### config.mk
export PLATFORM = sky130hd
export DESIGN_NAME = spi_master_param
export DESIGN_NICKNAME = d
export VERILOG_FILES = /design/src/rtl/spi_master_pkg.sv /design/src/rtl/spi_clk_tick.sv /design/src/rtl/spi_master_param.sv
export SDC_FILE = /design/constraint.sdc
export NUM_CORES = 1
export LEC_CHECK = 0
export ABC_AREA = 1
export BUFFER_PORTS_ARGS = -buffer_cell sky130_fd_sc_hd__buf_2
export CAP_MARGIN = 20
export CORE_ASPECT_RATIO = 2
export CORE_MARGIN = 5
export CORE_UTILIZATION = 40
export CTS_BUF_LIST = sky130_fd_sc_hd__clkbuf_16
export DETAILED_ROUTE_END_ITERATION = 16
export GPL_TIMING_DRIVEN = 0
export PLACE_DENSITY = 0.64
export RECOVER_POWER = 50
export SYNTH_ARGS = -nofsm -noshare
export SYNTH_HDL_FRONTEND = slang
export SYNTH_SLANG_ARGS = --single-unit
### constraint.sdc
create_clock -name clk -period 4.1 [get_ports clk]
set_input_delay 0.82 -clock clk [delete_from_list [all_inputs] [get_ports clk]]
set_output_delay 0.82 -clock clk [all_outputs]
set_load 0.05 [all_outputs]
### src/rtl/spi_master_pkg.sv
// Shared types and constants for the parametrised SPI master.
package spi_master_pkg;

   typedef enum logic [1:0] {
      IDLE  = 2'd0,
      LEAD  = 2'd1,
      SHIFT = 2'd2,
      TRAIL = 2'd3
   } state_e;

   // SPI modes encoded as {cpol, cpha}
   localparam logic [1:0] MODE0 = 2'b00;
   localparam logic [1:0] MODE1 = 2'b01;
   localparam logic [1:0] MODE2 = 2'b10;
   localparam logic [1:0] MODE3 = 2'b11;

endpackage

### src/rtl/spi_clk_tick.sv
// Half-period tick generator: down-counter reloaded with the divider on restart
// or on reaching zero; tick_o marks the last clk cycle of each half-period.
module spi_clk_tick #(
   parameter int DIV_W = 8
) (
   input  logic             clk,
   input  logic             rst,
   input  logic             restart_i,
   input  logic [DIV_W-1:0] div_i,
   output logic             tick_o
);

   logic [DIV_W-1:0] cnt_q, cnt_d;

   always_comb begin
      cnt_d = cnt_q - DIV_W'(1);
      if (restart_i || (cnt_q == '0)) begin
         cnt_d = div_i;
      end
   end

   always_ff @(posedge clk or posedge rst) begin
      if (rst) begin
         cnt_q <= '0;
      end else begin
         cnt_q <= cnt_d;
      end
   end

   assign tick_o = (cnt_q == '0);

endmodule

### src/rtl/spi_master_param.sv
// Parametrised full-duplex SPI master with CPOL/CPHA modes, SCLK divider,
// configurable bit order and one-hot active-low chip selects.
//
// state | meaning
// ------+---------------------------------------------------------------
// IDLE  | waiting for start; sclk parked at latched cpol, cs_n all high
// LEAD  | chip select asserted, one half-period of CS setup
// SHIFT | 2*DATA_W half-periods, sclk toggles at the end of each one
// TRAIL | one half-period of CS hold, then done pulse and release
module spi_master_param
   import spi_master_pkg::*;
#(
   parameter int  DATA_W    = 8,
   parameter int  NUM_CS    = 4,
   parameter int  DIV_W     = 8,
   parameter bit  MSB_FIRST = 1'b1,
   localparam int CS_W      = (NUM_CS > 1) ? $clog2(NUM_CS) : 1
) (
   input  logic              clk,
   input  logic              rst,
   input  logic              start,
   input  logic [DATA_W-1:0] din,
   input  logic [CS_W-1:0]   cs_sel,
   input  logic              cpol,
   input  logic              cpha,
   input  logic [DIV_W-1:0]  clk_div,
   output logic              busy,
   output logic              done,
   output logic [DATA_W-1:0] dout,
   output logic              sclk,
   output logic              mosi,
   input  logic              miso,
   output logic [NUM_CS-1:0] cs_n
);

   localparam int              HP_W    = $clog2(2 * DATA_W);
   localparam int              FIRST   = MSB_FIRST ? DATA_W - 1 : 0;
   localparam int              NEXT    = MSB_FIRST ? DATA_W - 2 : 1;
   localparam logic [HP_W-1:0] HP_LAST = HP_W'(2 * DATA_W - 1);

   state_e            state_q, state_d;
   logic              cpol_q, cpol_d;
   logic              cpha_q, cpha_d;
   logic              sclk_q, sclk_d;
   logic              mosi_q, mosi_d;
   logic              done_q, done_d;
   logic [DIV_W-1:0]  div_q, div_d;
   logic [DATA_W-1:0] tx_q, tx_d;
   logic [DATA_W-1:0] rx_q, rx_d;
   logic [DATA_W-1:0] dout_q, dout_d;
   logic [HP_W-1:0]   hp_q, hp_d;
   logic [NUM_CS-1:0] cs_n_q, cs_n_d;

   logic [DATA_W-1:0] tx_shift, rx_shift;
   logic [NUM_CS-1:0] cs_dec;
   logic [DIV_W-1:0]  tick_div;
   logic              tick, tick_restart;
   logic              lead_edge, last_hp;

   // Even half-periods end in a leading edge, odd ones in a trailing edge.
   assign lead_edge = ~hp_q[0];
   assign last_hp   = (hp_q == HP_LAST);

   assign tx_shift = MSB_FIRST ? {tx_q[DATA_W-2:0], 1'b0} : {1'b0, tx_q[DATA_W-1:1]};
   assign rx_shift = MSB_FIRST ? {rx_q[DATA_W-2:0], miso} : {miso, rx_q[DATA_W-1:1]};

   // Out-of-range selects decode to no asserted chip select.
   always_comb begin
      cs_dec = '1;
      for (int i = 0; i < NUM_CS; i++) begin
         if (cs_sel == CS_W'(i)) begin
            cs_dec[i] = 1'b0;
         end
      end
   end

   // Counter tracks the live divider while idle so the accept edge loads it.
   assign tick_restart = (state_q == IDLE) || (state_d != state_q);
   assign tick_div     = (state_q == IDLE) ? clk_div : div_q;

   spi_clk_tick #(
      .DIV_W (DIV_W)
   ) u_tick (
      .clk       (clk),
      .rst       (rst),
      .restart_i (tick_restart),
      .div_i     (tick_div),
      .tick_o    (tick)
   );

   always_comb begin
      state_d = state_q;
      cpol_d  = cpol_q;
      cpha_d  = cpha_q;
      sclk_d  = sclk_q;
      mosi_d  = mosi_q;
      done_d  = 1'b0;
      div_d   = div_q;
      tx_d    = tx_q;
      rx_d    = rx_q;
      dout_d  = dout_q;
      hp_d    = hp_q;
      cs_n_d  = cs_n_q;

      unique case (state_q)
         IDLE: begin
            sclk_d = cpol_q;
            if (start) begin
               state_d = LEAD;
               cpol_d  = cpol;
               cpha_d  = cpha;
               div_d   = clk_div;
               tx_d    = din;
               rx_d    = '0;
               hp_d    = '0;
               sclk_d  = cpol;
               cs_n_d  = cs_dec;
               mosi_d  = cpha ? 1'b0 : din[FIRST];
            end
         end

         LEAD: begin
            if (tick) begin
               state_d = SHIFT;
            end
         end

         SHIFT: begin
            if (tick) begin
               sclk_d = ~sclk_q;
               hp_d   = hp_q + HP_W'(1);
               if (lead_edge) begin
                  if (cpha_q) begin
                     mosi_d = tx_q[FIRST];
                     tx_d   = tx_shift;
                  end else begin
                     rx_d = rx_shift;
                  end
               end else begin
                  if (cpha_q) begin
                     rx_d = rx_shift;
                  end else if (!last_hp) begin
                     mosi_d = tx_q[NEXT];
                     tx_d   = tx_shift;
                  end
               end
               if (last_hp) begin
                  state_d = TRAIL;
                  hp_d    = '0;
               end
            end
         end

         TRAIL: begin
            if (tick) begin
               state_d = IDLE;
               cs_n_d  = '1;
               mosi_d  = 1'b0;
               dout_d  = rx_q;
               done_d  = 1'b1;
            end
         end
      endcase
   end

   always_ff @(posedge clk or posedge rst) begin
      if (rst) begin
         state_q <= IDLE;
         cpol_q  <= 1'b0;
         cpha_q  <= 1'b0;
         sclk_q  <= 1'b0;
         mosi_q  <= 1'b0;
         done_q  <= 1'b0;
         div_q   <= '0;
         tx_q    <= '0;
         rx_q    <= '0;
         dout_q  <= '0;
         hp_q    <= '0;
         cs_n_q  <= '1;
      end else begin
         state_q <= state_d;
         cpol_q  <= cpol_d;
         cpha_q  <= cpha_d;
         sclk_q  <= sclk_d;
         mosi_q  <= mosi_d;
         done_q  <= done_d;
         div_q   <= div_d;
         tx_q    <= tx_d;
         rx_q    <= rx_d;
         dout_q  <= dout_d;
         hp_q    <= hp_d;
         cs_n_q  <= cs_n_d;
      end
   end

   assign busy = (state_q != IDLE);
   assign done = done_q;
   assign dout = dout_q;
   assign sclk = sclk_q;
   assign mosi = mosi_q;
   assign cs_n = cs_n_q;

endmodule
==> run metrics <==
vias in the first global route=2355; die height=129 um; reg2reg path depth=6; ranking of synthesized cells by area=dfrtp_1 45%, nand2_1 19%, nand3_1 4.2%; Fin. Hold Viols=0; Post-Place Cell Area=3170 um2; mean post-synth cell area=7.97 um2; Worst setup EP type=output port; Die ar.=9000 um2; grt total ovfl=0; Post-synth EDFFs=0; #FFs+latches synth=55; Worst Setup Path Type=reg -> out; row cnt=43; crit-path max FO=10; RSZ-0062 raised after global routing=no; CTS clk-pin slew, worst paths=80 ps; multi-input logic area=1250 um2; R2R Setup Slk=2220 ps; status=finished clean; final worst slack=1530 ps; register area=1380 um2; final core utilization=0.478; crit share post-route=0.627; Slew headroom=0.544; Inserted Clock Buffers=5; Initial Util=0.410; routability cong.=0.835; post-CTS sizing=0; max_cap viols=0; first-pass GRT wire length=10.9 mm; Worst EP arrival=1750 ps; clock sink count=55; synth unique cells=31; dpl ws=2100 ps; DR WL/cell=13.0 um; Layout Area Growth over Synthesis=16.5%; Setup Skew=5.35 ps; Critical Path RT=3280 ps; top-count cell post-synth=nand2_1; DR vias/cell=4.77; ant diodes=0; H-tree levels=2; cts hold-fix bufs=0; element type at the critical path start=flop; Worst Max-Slew Pin Slew=683 ps; routed wire length=6.41 mm; Post-CTS Setup Bufs=0; WHS=475 ps; Buffers on Ports=39; setup violators final=0; DRC=0; power density over the cells=648 nW/um2; die width=69.6 um; Root Driver=clkbuf_16; post-layout instance area=3320 um2; class of the worst hold path=reg -> reg; DPL Wire Length=4.95 mm; asr flop ratio synth=1.00; router iterations before antenna repair=4; P_leak=1.76 nW; Crit Reg-Reg Startpoint=state_q[1]; gr usage total=0.152; most area-hungry cell type in the Yosys netlist=dfrtp_1; Synth top cells by count=146 x nand2_1, 51 x dfrtp_1, 30 x inv_1; Worst-Skew Late Latency=300 ps; # fillers=705; Yosys top cell area share=0.449; CTS tree=built; Ys Warns=0; setup_tns=0 ps; # nets final=431; hold_sp=rx_q[6]; Top Ports=40; worst vdd ir=0.372 mV; fmax=389 MHz; Post-DRT Antenna Nets=0; Clock Tree Buf Depth=2; Syn Nets=384; fin crit period=2570 ps; Syn Inst Count=357; synthesized area=2850 um2; largest net degree at the start of global routing=41; antenna violations before repair=0; hold endpoint=rx_q[6]; Slew Viols, Final=0; Post-synth top flop=dfrtp_1; core area=6940 um2; layout cells sized above 1=0.212; WHS Path Cells=2; initial DRC count=86; worst flop-to-flop path endpoint=cpha_q; via count=2362; sequential-to-total area share from yosys stat=0.485
metal layers:
| layer | track usage | share of wire | vias up | wire (um) |
|---|---|---|---|---|
| met3 | 0.0256 | 0.025 | 5 | 160 |
| met4 | 0.0576 | 0.013 | 0 | 85 |
| met5 | 0 | 0 | - | 0 |
| li1 | - | - | 1214 | - |
| met2 | 0.304 | 0.59 | 35 | 3760 |
| met1 | 0.154 | 0.38 | 1108 | 2410 |
state kept, by name, summed over array words and instances, names as in the netlist, 2 cells and up:
name          count
tx_q              8
hp_q              4
rx_q              8
dout              8
u_tick.cnt_q      8
state_q           2
cs_n              4
div_q             8
how the worst max path moves through the flow:
| stage | from | end | slack, ps | depth (start not counted) |
|---|---|---|---|---|
| floorplan | rst | cpha_q | 1940 | 1 |
| global placement | rst | tx_q[2] | 1190 | 2 |
| detailed placement | state_q[1] | busy | 2100 | 4 |
| CTS | state_q[1] | busy | 1760 | 4 |
| global route | state_q[1] | busy | 1400 | 4 |
| finish | state_q[1] | busy | 1530 | 4 |
kinds of logic (layout without fill, tap and decap cells):
group	after synthesis	after routing	synth area share
fa+ha+maj	3	3	0.0132
compound gates	29	29	0.0611
mux	7	7	0.0277
xor+xnor	5	5	0.0154
buf+inv	44	92	0.0726
simple gates	214	214	0.325
flops	55	55	0.485
through the flow:
stage / instances / total power [mW]
2_1_floorplan: 357 / 1.51
3_3_place_gp: 486 / 1.70
3_5_place_dp: 487 / 1.73
4_1_cts: 495 / 2.18
5_1_grt: 495 / 2.32
6_report: 495 / 2.15
critical path, stage by stage, from the launching register on:
cell      delay [ps]
dfrtp_1          460
nor2_1           170
clkbuf_1         390
inv_2            180
buf_2            260
where the power goes:
group,switching [mW],total (mW),internal [mW]
registers,0.114,0.843,0.729
clock network,0.210,0.443,0.233
logic,0.575,0.861,0.286
total,0.899,2.15,1.25
area by class of cell:
cell class | instances | share of cell area
clock buffers | 5 | 0.0377
repair buffers | 40 | 0.0649
multi-input cells | 258 | 0.377
clock inverters | 3 | 0.00868
well taps | 90 | 0.0340
plain buffers | 10 | 0.0226
flip-flops and latches | 55 | 0.417
inverters | 34 | 0.0385
cells in the final DEF, fill, tap and decap left out, drive strengths merged:
| master | instances |
|---|---|
| xnor2 | 3 |
| dfrtp | 51 |
| nand4 | 10 |
| o31ai | 1 |
| xor2 | 2 |
| or2 | 1 |
| ha | 3 |
| dfstp | 4 |
| nand3 | 25 |
| inv | 35 |
| nand3b | 1 |
| clkbuf | 7 |
| mux2 | 7 |
| nor2 | 23 |
| buf | 48 |
| a21oi | 4 |
| o21ai | 24 |
| clkinv | 2 |
| nand2 | 154 |
Note: power is estimated with default switching activity, not from simulation.
